[src/rtl/item_select_if.sv]
// Button levels into the item-selection controller and the registered item code,
// lock flag and change pulse it presents to the display decoder.
`timescale 1ns/1ps
interface item_select_if;
    logic       next;
    logic       prev;
    logic       lock;
    logic [2:0] bcd;
    logic       locked;
    logic       changed;

    modport master (
        output next, prev, lock,
        input  bcd, locked, changed
    );

    modport slave (
        input  next, prev, lock,
        output bcd, locked, changed
    );
endinterface

[src/rtl/item_select_fsm.sv]
// Item-selection controller: single-step and auto-repeat moves through the six legal
// item codes with wrap in both directions, plus a lock toggle that freezes selection.
`timescale 1ns/1ps
module item_select_fsm #(
    parameter int HOLD_CYCLES   = 25_000_000,
    parameter int REPEAT_CYCLES = 5_000_000,
    parameter int CNT_W         = 32
) (
    input  logic          clk,
    input  logic          reset,
    item_select_if.slave  bus
);

    typedef enum logic [2:0] {
        IDLE       = 3'd0,
        HOLD_FWD   = 3'd1,
        HOLD_BWD   = 3'd2,
        REPEAT_FWD = 3'd3,
        REPEAT_BWD = 3'd4
    } state_t;

    localparam logic [CNT_W-1:0] HOLD_LAST   = CNT_W'(HOLD_CYCLES - 1);
    localparam logic [CNT_W-1:0] REPEAT_LAST = CNT_W'(REPEAT_CYCLES - 1);

    state_t           state_reg, state_next;
    logic [CNT_W-1:0] cnt_reg, cnt_next;
    logic [2:0]       bcd_reg, bcd_next;
    logic             locked_reg, locked_next;
    logic             changed_reg, changed_next;
    logic             next_q, prev_q, lock_q;
    logic             next_rise, prev_rise, lock_rise;
    logic             step_fwd, step_bwd;
    logic [CNT_W-1:0] limit;

    // Legal ring: 000 -> 001 -> 011 -> 100 -> 101 -> 110 -> 000
    function automatic logic [2:0] fwd_code(input logic [2:0] code);
        case (code)
            3'b000:  fwd_code = 3'b001;
            3'b001:  fwd_code = 3'b011;
            3'b011:  fwd_code = 3'b100;
            3'b100:  fwd_code = 3'b101;
            3'b101:  fwd_code = 3'b110;
            default: fwd_code = 3'b000;
        endcase
    endfunction

    function automatic logic [2:0] bwd_code(input logic [2:0] code);
        case (code)
            3'b000:  bwd_code = 3'b110;
            3'b110:  bwd_code = 3'b101;
            3'b101:  bwd_code = 3'b100;
            3'b100:  bwd_code = 3'b011;
            3'b011:  bwd_code = 3'b001;
            default: bwd_code = 3'b000;
        endcase
    endfunction

    assign next_rise = bus.next & ~next_q;
    assign prev_rise = bus.prev & ~prev_q;
    assign lock_rise = bus.lock & ~lock_q;

    assign limit = (state_reg == HOLD_FWD || state_reg == HOLD_BWD) ? HOLD_LAST : REPEAT_LAST;

    // State register
    always_ff @(posedge clk or posedge reset) begin
        if (reset) begin
            state_reg   <= IDLE;
            cnt_reg     <= '0;
            bcd_reg     <= 3'b000;
            locked_reg  <= 1'b0;
            changed_reg <= 1'b0;
            next_q      <= 1'b0;
            prev_q      <= 1'b0;
            lock_q      <= 1'b0;
        end else begin
            state_reg   <= state_next;
            cnt_reg     <= cnt_next;
            bcd_reg     <= bcd_next;
            locked_reg  <= locked_next;
            changed_reg <= changed_next;
            next_q      <= bus.next;
            prev_q      <= bus.prev;
            lock_q      <= bus.lock;
        end
    end

    // Next-state logic; a lock toggle overrides any step in the same cycle
    always_comb begin
        state_next  = state_reg;
        cnt_next    = cnt_reg;
        locked_next = locked_reg;
        step_fwd    = 1'b0;
        step_bwd    = 1'b0;
        if (lock_rise) begin
            locked_next = ~locked_reg;
            state_next  = IDLE;
            cnt_next    = '0;
        end else if (locked_reg) begin
            state_next = IDLE;
            cnt_next   = '0;
        end else begin
            case (state_reg)
                IDLE: begin
                    cnt_next = '0;
                    if (next_rise && !bus.prev) begin
                        step_fwd   = 1'b1;
                        state_next = HOLD_FWD;
                    end else if (prev_rise && !bus.next) begin
                        step_bwd   = 1'b1;
                        state_next = HOLD_BWD;
                    end
                end
                HOLD_FWD, REPEAT_FWD: begin
                    if (bus.next && !bus.prev) begin
                        if (cnt_reg == limit) begin
                            step_fwd   = 1'b1;
                            cnt_next   = '0;
                            state_next = REPEAT_FWD;
                        end else begin
                            cnt_next = cnt_reg + CNT_W'(1);
                        end
                    end else begin
                        state_next = IDLE;
                        cnt_next   = '0;
                    end
                end
                HOLD_BWD, REPEAT_BWD: begin
                    if (bus.prev && !bus.next) begin
                        if (cnt_reg == limit) begin
                            step_bwd   = 1'b1;
                            cnt_next   = '0;
                            state_next = REPEAT_BWD;
                        end else begin
                            cnt_next = cnt_reg + CNT_W'(1);
                        end
                    end else begin
                        state_next = IDLE;
                        cnt_next   = '0;
                    end
                end
                default: begin
                    state_next = IDLE;
                    cnt_next   = '0;
                end
            endcase
        end
    end

    // Output logic; an illegal code held in the register is pulled back to 000
    always_comb begin
        bcd_next = bcd_reg;
        if (bcd_reg == 3'b010 || bcd_reg == 3'b111) begin
            bcd_next = 3'b000;
        end else if (step_fwd) begin
            bcd_next = fwd_code(bcd_reg);
        end else if (step_bwd) begin
            bcd_next = bwd_code(bcd_reg);
        end
        changed_next = (bcd_next != bcd_reg);
    end

    assign bus.bcd     = bcd_reg;
    assign bus.locked  = locked_reg;
    assign bus.changed = changed_reg;

endmodule

[src/flat_wrapper.sv]
// flat-port wrapper written by rule: the top's interface ports become plain ports
module item_select_fsm_flat 
#(
    parameter int HOLD_CYCLES   = 25_000_000,
    parameter int REPEAT_CYCLES = 5_000_000,
    parameter int CNT_W         = 32
)
  (clk, reset, bus_next, bus_prev, bus_lock, bus_bcd, bus_locked, bus_changed);
  item_select_if bus_i ();
  input  logic clk;
  input  logic reset;
  input wire logic [$bits(bus_i.next)-1:0] bus_next;
  input wire logic [$bits(bus_i.prev)-1:0] bus_prev;
  input wire logic [$bits(bus_i.lock)-1:0] bus_lock;
  output wire logic [$bits(bus_i.bcd)-1:0] bus_bcd;
  output wire logic [$bits(bus_i.locked)-1:0] bus_locked;
  output wire logic [$bits(bus_i.changed)-1:0] bus_changed;
  assign bus_i.next = bus_next;
  assign bus_i.prev = bus_prev;
  assign bus_i.lock = bus_lock;
  assign bus_bcd = bus_i.bcd;
  assign bus_locked = bus_i.locked;
  assign bus_changed = bus_i.changed;
  item_select_fsm #(.HOLD_CYCLES(HOLD_CYCLES), .REPEAT_CYCLES(REPEAT_CYCLES), .CNT_W(CNT_W)) u_core (.clk(clk), .reset(reset), .bus(bus_i));
endmodule
[config.mk]
export PLATFORM = sky130hd
export DESIGN_NAME = item_select_fsm_flat
export DESIGN_NICKNAME = d
export VERILOG_FILES = /design/src/rtl/item_select_if.sv /design/src/rtl/item_select_fsm.sv /design/src/flat_wrapper.sv
export SDC_FILE = /design/constraint.sdc
export NUM_CORES = 1
export LEC_CHECK = 0
export CAP_MARGIN = 20
export CORE_MARGIN = 4
export CORE_UTILIZATION = 55
export DETAILED_ROUTE_END_ITERATION = 7
export PLACE_DENSITY = 0.81
export SYNTH_ARGS = -nofsm -noshare
export SYNTH_HDL_FRONTEND = slang
export SYNTH_SLANG_ARGS = --single-unit
export TNS_END_PERCENT = 1
[constraint.sdc]
create_clock -name clk -period 5.24 [get_ports clk]
set_clock_uncertainty 0.05 [all_clocks]
set_input_delay 1.048 -clock clk [delete_from_list [all_inputs] [get_ports clk]]
set_output_delay 1.048 -clock clk [all_outputs]
set_load 0.03 [all_outputs]
; ---- Yosys cells after proc, flatten, opt, wreduce, memory -nomap -nowiden
; Index checks and enable logic that the tools add are counted.
[op_classes]
addsub = 1
n_eq_ne = 16
muxes = 33
bitwise = 7
reduce_logical = 13
[ops]
columns = op, n
row1 = 2-to-1 mux 32 bit, 5
row2 = one-hot mux 32 bit (2 select lines), 1
row3 = 2-to-1 mux 3 bit, 11
row4 = adder 32 x 1 -> 32 bit (second input constant), 1
row5 = equality test 32 bit, 1
row6 = one-hot mux 3 bit (5 select lines), 2
row7 = 2-to-1 mux 25 bit, 1
row8 = equality test 3 bit (second input constant), 5
row9 = equality test 3 x 2 -> 1 bit (second input constant), 4
row10 = 2-to-1 mux 1 bit, 10
row11 = one-hot mux 3 bit (3 select lines), 1
row12 = equality test 3 x 1 -> 1 bit (second input constant), 2
row13 = logical NOT 3 bit, 2
row14 = != test 5 x 1 -> 1 bit (second input constant), 1
row15 = != test 5 x 2 -> 1 bit (second input constant), 1
row16 = != test 5 x 3 -> 1 bit (second input constant), 1
row17 = logical AND 1 bit, 4
row18 = inverter 1 bit, 4
row19 = one-hot mux 1 bit (2 select lines), 2
row20 = OR reduction 2 bit, 2
row21 = bitwise AND 1 bit, 3
row22 = != test 3 bit, 1
row23 = AND reduction 3 bit, 1
row24 = logical NOT 1 bit, 2
row25 = logical OR 1 bit, 2
[word_totals]
ff_bits = 43
input_bits = 5
out_inout_bits = 5
wordCells = 78

; ---- Logic depth before layout (Yosys ltp)
[depth]
ltp_word = 13
mapped_depth = 8

; ---- Least setup slack after synthesis
; Ideal clock, no wire load.
[synth_path]
path_kind = input to register
startpoint = in bus_prev
endpoint = reg u_core.bcd_reg[2] (netlist: u_core.bus.bcd[2])
setup_time_ns = 0.124
arrival_ns = 2.239
required_ns = 5.066
setup_slack_ns = 2.827
path_stages = 6
n_path_buf = 0
path_cell_list = inv_1 or3_1 nor3_1 a41oi_4 o211a_1 a211o_1
[synth_via]
elab_chain_cells = 10
word_cells_on_any_way = 20
cone_classes = mux: 14 / bitwise: 1 / reduce/logical: 5
[synth_rtl]
columns = element, line_no
row1 = start: declaration, flat_wrapper.sv:13  ; input wire logic [$bits(bus_i.prev)-1:0] bus_prev;
row2 = bitwise AND 1 bit, item_select_fsm.sv:59  ; assign prev_rise = bus.prev & ~prev_q;
row3 = logical AND 1 bit, item_select_fsm.sv:108  ; end else if (prev_rise && !bus.next) begin
row4 = 2-to-1 mux 1 bit, item_select_fsm.sv:108
row5 = 2-to-1 mux 1 bit, item_select_fsm.sv:105  ; if (next_rise && !bus.prev) begin
row6 = one-hot mux 1 bit (2 select lines), item_select_fsm.sv:102  ; case (state_reg)
row7 = 2-to-1 mux 1 bit, item_select_fsm.sv:98  ; end else if (locked_reg) begin
row8 = 2-to-1 mux 1 bit, item_select_fsm.sv:94  ; if (lock_rise) begin
row9 = 2-to-1 mux 3 bit, item_select_fsm.sv:156  ; end else if (step_bwd) begin
row10 = 2-to-1 mux 3 bit (*), item_select_fsm.sv:154  ; end else if (step_fwd) begin
row11 = 2-to-1 mux 3 bit (*), item_select_fsm.sv:152  ; if (bcd_reg == 3'b010 || bcd_reg == 3'b111) begin
row12 = net u_core.bcd_next[2], item_select_fsm.sv:27  ; logic [2:0] bcd_reg, bcd_next;
row13 = end signal: assignment, item_select_fsm.sv:78  ; bcd_reg <= bcd_next;
row14 = end: declaration, item_select_fsm.sv:27
; Mark *: on every way through the listed nets, which the timed path passes. The rest lies on a longest branch.
; A chain may end at the register's enable or synchronous reset.

; ---- Final worst setup path
[layout_path]
startpoint = in bus_prev
endpoint = reg u_core.cnt_reg[11]
[layout_via]
elab_chain_cells = 6
word_cells_on_any_way = 8
cone_classes = mux: 5 / reduce/logical: 3
[layout_rtl]
columns = element, line_no
row1 = logical NOT 1 bit, item_select_fsm.sv:114  ; if (bus.next && !bus.prev) begin
row2 = logical AND 1 bit, item_select_fsm.sv:114
row3 = 2-to-1 mux 32 bit, item_select_fsm.sv:114
row4 = one-hot mux 32 bit (2 select lines) (*), item_select_fsm.sv:102
row5 = 2-to-1 mux 32 bit (*), item_select_fsm.sv:98
row6 = 2-to-1 mux 32 bit (*), item_select_fsm.sv:94
row7 = net u_core.cnt_next[11], item_select_fsm.sv:26  ; logic [CNT_W-1:0] cnt_reg, cnt_next;
row8 = end signal: assignment, item_select_fsm.sv:77  ; cnt_reg <= cnt_next;
row9 = end: declaration, item_select_fsm.sv:26
; Marked as above.

==> results.py <==
metrics = {
    "yosys": {
        "yosysMostFrequentCell": "nor2_1",
        "yosysTopAreaCell": "dfrtp_1",
        "syn-mean-instance-area_um2": 9.56,
        "synth_top_area_share_pct": 47.3,
        "syn_inst": 238,
        "synth_seq_cells": 43,
        "synth_area_um2": 2270,
        "ys_top_cells_by_count": "nor2_1, dfrtp_1, xnor2_1, nand2_1, xor2_1",
        "synth_nets": 244,
        "yosys_most_used_dff": "dfrtp_1",
        "synth_seq_area_share_pct": 47.3,
        "synth_edf_count": 0,
        "synthArstFlopShare_pct": 100,
        "ys_warn_count": 0,
        "synth.distinct_cells": 39,
        "synth_area_leaders": "dfrtp_1, nor2_1, xnor2_1",
    },
    "place": {
        "io_buffers": 9,
        "post-place-ws_ns": 2.21,
        "hpwlAfterDp_mm": 2.95,
        "place_congestion": 0.895,
    },
    "global_route": {
        "grt_pass1_vias": 1621,
        "grt_first_pass_wirelength_mm": 7.36,
        "antenna_found_initial": 0,
        "grt-ovfl-total": 0,
        "grtUsageTotal_pct": 17.8,
        "grt_max_degree": 44,
    },
    "clock_network": {
        "cts.sinks": 43,
        "clockRootBuffer": "clkbuf_8",
        "cts_buffer_depth": 2,
        "cts_hold_buffers": 0,
        "cts_resized": 0,
        "h-tree-depth": 2,
        "cts_made_buffers": 5,
        "cts_tree": "yes",
        "clock_latency_ns": 0.29,
        "cts_setup_buffers": 0,
        "clkTransAtPathRegs_ns": 0.08,
    },
    "route": {
        "wl_met1_mm": 2.09,
        "wl_met3_um": 111,
        "ant_nets": 0,
        "highest_layer": "met4",
        "drt_iter0_markers": 140,
        "drt-pass1-iter-count": 4,
        "wl_met2_mm": 1.98,
        "wire_per_inst_um": 14.2,
        "dr_total_vias": 1694,
        "wirelength_mm": 4.22,
        "viasPerCell": 5.70,
        "drc": 0,
    },
    "sta": {
        "finalSetupViolations": 0,
        "fmax_mhz": 366,
        "slew_violations": 0,
        "final.period_utilization_pct": 52.1,
        "finalHoldViolations": 0,
        "min_period_ns": 2.73,
        "worst_pin_slew_ns": 0.521,
        "rsz0062_at_grt": "false",
        "fin_setup_tns_ns": 0,
        "post-route-worst-setup-slack_ns": 2.51,
        "slew-limit-headroom_pct": 65.0,
        "hold_slack_ns": 0.464,
    },
    "floorplan": {
        "start_util_pct": 56.9,
        "die_h_um": 72.3,
        "fp.dieW_um": 72.3,
        "rows": 23,
        "die_area_um2": 5230,
        "io_pins": 10,
        "core_area_um2": 4000,
    },
    "final_layout": {
        "fillers": 337,
        "largest_reg_flops": 32,
        "multiInputGateArea_um2": 1120,
        "register_area_um2": 1080,
        "nNetsFinal": 252,
        "drive_gt1_share_pct": 6.07,
        "area_delta_synth_final_pct": 10.3,
        "antenna_cells": 0,
    },
    "job": {
        "cap_violations": 0,
    },
    "setup_path": {
        "cp.arrival_ns": 2.90,
        "worstPathMaxFanout": 32,
        "cpMostUsedCell": "nor2_1",
        "end_kind": "flop",
        "startpoint_type": "primary input",
        "cp.buffers_inverters": 3,
        "cpPeakStageDelay_ns": 0.49,
        "critPathKind": "in2reg",
        "path_cells": "clkdlybuf4s50_1 -> inv_1 -> nor3_1 -> a22oi_1 -> nor2_1 -> nand4_1 -> buf_4 -> nor2_1",
        "cp_top_family": "simple AND/OR/NAND/NOR gates",
        "crit_required_ns": 5.41,
        "cpMaxStageDelayCell": "clkdlybuf4s50_1",
    },
    "pwr": {
        "ir_drop_mv": 0.252,
        "power.leakage_nw": 0.979,
        "power.density_nw_per_um2": 307,
    },
    "status": {
        "status": "completed",
    },
    "min_path": {
        "holdCritPathClass": "reg2reg",
    },
}
==> where the power goes <==
part	internal [mW]	switching [mW]
Sequential	0.348	0.0240
Combinational	0.0555	0.0771
Clock	0.154	0.112
Total	0.557	0.213
==> metrics by stage <==
step	utilization [%]	power [mW]	area (um2)	std cells
floorplan	-	0.467	2270	238
global placement	59.8	0.509	2390	289
detailed placement	59.8	0.511	2390	289
CTS	62.7	0.777	2510	297
global route	62.7	0.806	2510	297
finish	62.7	0.770	2510	297
==> routing by layer <==
metal  GRT usage, %  up-vias
met1           24.2      832
met4           6.05        0
li1               -      834
met3           3.88        5
met2           28.2       23
met5              0        -
==> kinds of logic (layout without fill, tap and decap cells) <==
family / after synthesis / in the layout / synth area share (%)
simple gates: 124 / 124 / 27.9
flops: 43 / 43 / 47.3
xor+xnor: 33 / 33 / 12.7
buf+inv: 18 / 27 / 3.58
compound gates: 17 / 17 / 7.10
mux: 2 / 2 / 0.880
fa+ha+maj: 1 / 1 / 0.550
==> worst paths after layout <==
path                                        start  cells after the start  slack [ns]                 end
worst max-delay path                     bus_prev                      8        2.51  u_core.cnt_reg[11]
worst min-delay path            u_core.cnt_reg[0]                      1        0.46   u_core.cnt_reg[0]
worst max register to register  u_core.cnt_reg[8]                      6        2.63   u_core.bus.bcd[2]
worst min register to register  u_core.cnt_reg[0]                      1        0.46   u_core.cnt_reg[0]
max in group asynchronous                   reset                      3        3.65  u_core.cnt_reg[11]
min in group asynchronous                   reset                      3        1.14  u_core.cnt_reg[19]
==> final cells by class <==
| cell class | instances | area share (%) |
|---|---|---|
| Clock buffer | 6 | 3.29 |
| Timing Repair Buffer | 11 | 4.19 |
| Inverter | 8 | 1.20 |
| Sequential cell | 43 | 42.9 |
| Tap cell | 50 | 2.49 |
| Multi-Input combinational cell | 177 | 44.5 |
| Clock inverter | 2 | 1.40 |
==> worst reg2reg max path, cell delays in order, from the launching register on <==
cell and delay [ns]:
dfrtp_1 0.48, nand4bb_1 0.24, or4_4 0.51, a2111oi_4 0.46
o21ai_1 0.30, mux2i_1 0.18, a211o_1 0.30
==> cell usage in the layout (no fill, tap or decap), types with 8 or more instances in the layout <==
master	n
nand4_1	9
inv_1	8
nand3_1	12
dfrtp_1	43
xor2_1	15
nor3_1	8
nand2_1	16
clkdlybuf4s50_1	9
nor2_1	45
xnor2_1	18
(Power assumes the default switching activity.)
==> variant (same settings) <==
Re-encode `state_t` (5 states) as one-hot, 5 bits wide.
--- a/src/rtl/item_select_fsm.sv
+++ b/src/rtl/item_select_fsm.sv
@@ -11,12 +11,12 @@
     item_select_if.slave  bus
 );
 
-    typedef enum logic [2:0] {
-        IDLE       = 3'd0,
-        HOLD_FWD   = 3'd1,
-        HOLD_BWD   = 3'd2,
-        REPEAT_FWD = 3'd3,
-        REPEAT_BWD = 3'd4
+    typedef enum logic [4:0] {
+        IDLE       = 5'b00001,
+        HOLD_FWD   = 5'b00010,
+        HOLD_BWD   = 5'b00100,
+        REPEAT_FWD = 5'b01000,
+        REPEAT_BWD = 5'b10000
     } state_t;
 
     localparam logic [CNT_W-1:0] HOLD_LAST   = CNT_W'(HOLD_CYCLES - 1);
Formal check against the unedited RTL: same outputs for any inputs over 10 cycles, from zero or initial values and one cycle with reset high; not proved beyond that.
==> variant against the unedited design <==
Synthesized cell count grew 5.0%; worst hold slack worse by 0.019 ns; worst setup slack got worse by 0.40 ns; fmax is 13% lower; count of clock-buffer cells in the layout decreased by 1; sequential cell count grew 2; combinational power increased by 43%; routed wire length is 4.2% higher; area after synthesis grew 3.2%; via count increased by 6.1%; die area increased by 2.9%; critical endpoint is now u_core.state_reg[3]$_DFFE_PP0P_; largest cell class unchanged; power rose by 17%; cell area is 4.5% higher.
==> variant: results (changes against the unedited design) <==
stage	metric	value	unit	change
cells_and_area	fin_nets	268		+6.3%
place	place_congestion	0.945		+5.5%
worst_setup_path	worstReg2RegStart	u_core.cnt_reg[16]$_DFF_PP0_		
worst_setup_path	crit_path_end	u_core.state_reg[3]$_DFFE_PP0P_		
timing	tightestPinTransition	0.677	ns	+0.156 ns
drt	routed-wl-met3	134	µm	+21%
cells_and_area	fill_cells	333		-1.2%
yosys	synth_cell_types	41		+5.1%
cells_and_area	seq_share	43.0	%	+0.11 points
global_route	grt_pass1_wl	7620	µm	+3.6%
worst_setup_path	critPathMaxFanout	36		+13%
yosys	avgSynthCellArea	9.39	µm²	-1.7%
cells_and_area	inv_count	9		+1
pwr	ir_drop	0.000225	V	-11%
yosys	synth_common_cells	44 x dfrtp_1, 43 x nor2_1, 20 x xor2_1		
worst_setup_path	rr_endpoint	u_core.state_reg[4]$_DFFE_PP0P_		
cells_and_area	multi_input_area_share	44.3	%	-0.24 points
drt	vias_per_cell	5.74		+0.71%
global_route	gr-usage-all-layers	17.9	%	+0.095 points
yosys	synth_seq_area_share	48.0	%	+0.70 points
worst_hold_path	whs_path_depth	1		unchanged
drt	first_pass_iters	4		unchanged
drt	drt_iter0_drc	115		-18%
cells_and_area	buf_share	3.91	%	-0.28 points
yosys	synthTopCellsByArea	dfrtp_1 47%, xor2_1 7.5%, nor2_1 6.9%, nand3_1 3.8%, xnor2_1 3.7%		
worst_setup_path	reg2reg_slack	2.34	ns	-0.29 ns
run_status	status	finished, final reports clean		
yosys	syn-num-nets	256		+4.9%
place	place_hpwl	3110	µm	+5.3%
cells_and_area	comb.multi_input.count	190		+7.3%
timing	hold_ws	0.445	ns	-0.0194 ns
worst_setup_path	max_stage_delay	0.53	ns	+0.04 ns
cells_and_area	clkCellAreaFrac	5.11	%	+0.42 points
global_route	globalRouteMet1Util	24.2	%	about the same
pwr	leakage	1.05	nW	+7.5%
global_route	grt_max_degree	46		+4.5%
drt	wl	4400	µm	+4.2%
cells_and_area	drive_above_1_share	5.32	%	-0.75 points
cells_and_area	seq_cells	45		+4.7%
place	dp.cells	304		+5.2%
cells_and_area	clock_buffers	5		-1
global_route	grt_util_met2	29.3	%	+1.1 points
global_route	antenna_found_initial	0		unchanged
drt	route.met2.wl	2070	µm	+4.8%
worst_setup_path	crit_arrival	3.25	ns	+0.35 ns
drt	wl_met1	2150	µm	+3.1%
global_route	grt_use_met3	2.60	%	-1.3 points
variant: power by group:
part	internal (W)	total, W	switching, W
clock network	0.000189	0.000303	0.000114
logic	0.0000823	0.000190	0.000108
registers	0.000372	0.000408	0.0000362
total	0.000644	0.000901	0.000257
variant: cell families after synthesis:
kind of cell / count (synthesis) / share of synthesized area (%)
simple gates: 130 / 28.8
xor+xnor: 30 / 11.2
fa+ha+maj: 1 / 0.533
flops: 45 / 48.0
mux: 3 / 1.28
compound gates: 26 / 7.62
buf+inv: 15 / 2.56
variant: stage by stage:
step	util, %	power, W	worst slack [ns]	cell area, µm²
4_1_cts	64.5	0.000910	2.10	2620
2_1_floorplan	-	0.000546	2.84	2350
3_5_place_dp	61.2	0.000605	1.80	2480
3_3_place_gp	61.2	0.000602	1.84	2480
6_report	64.6	0.000901	2.11	2620
5_1_grt	64.6	0.000943	1.91	2620
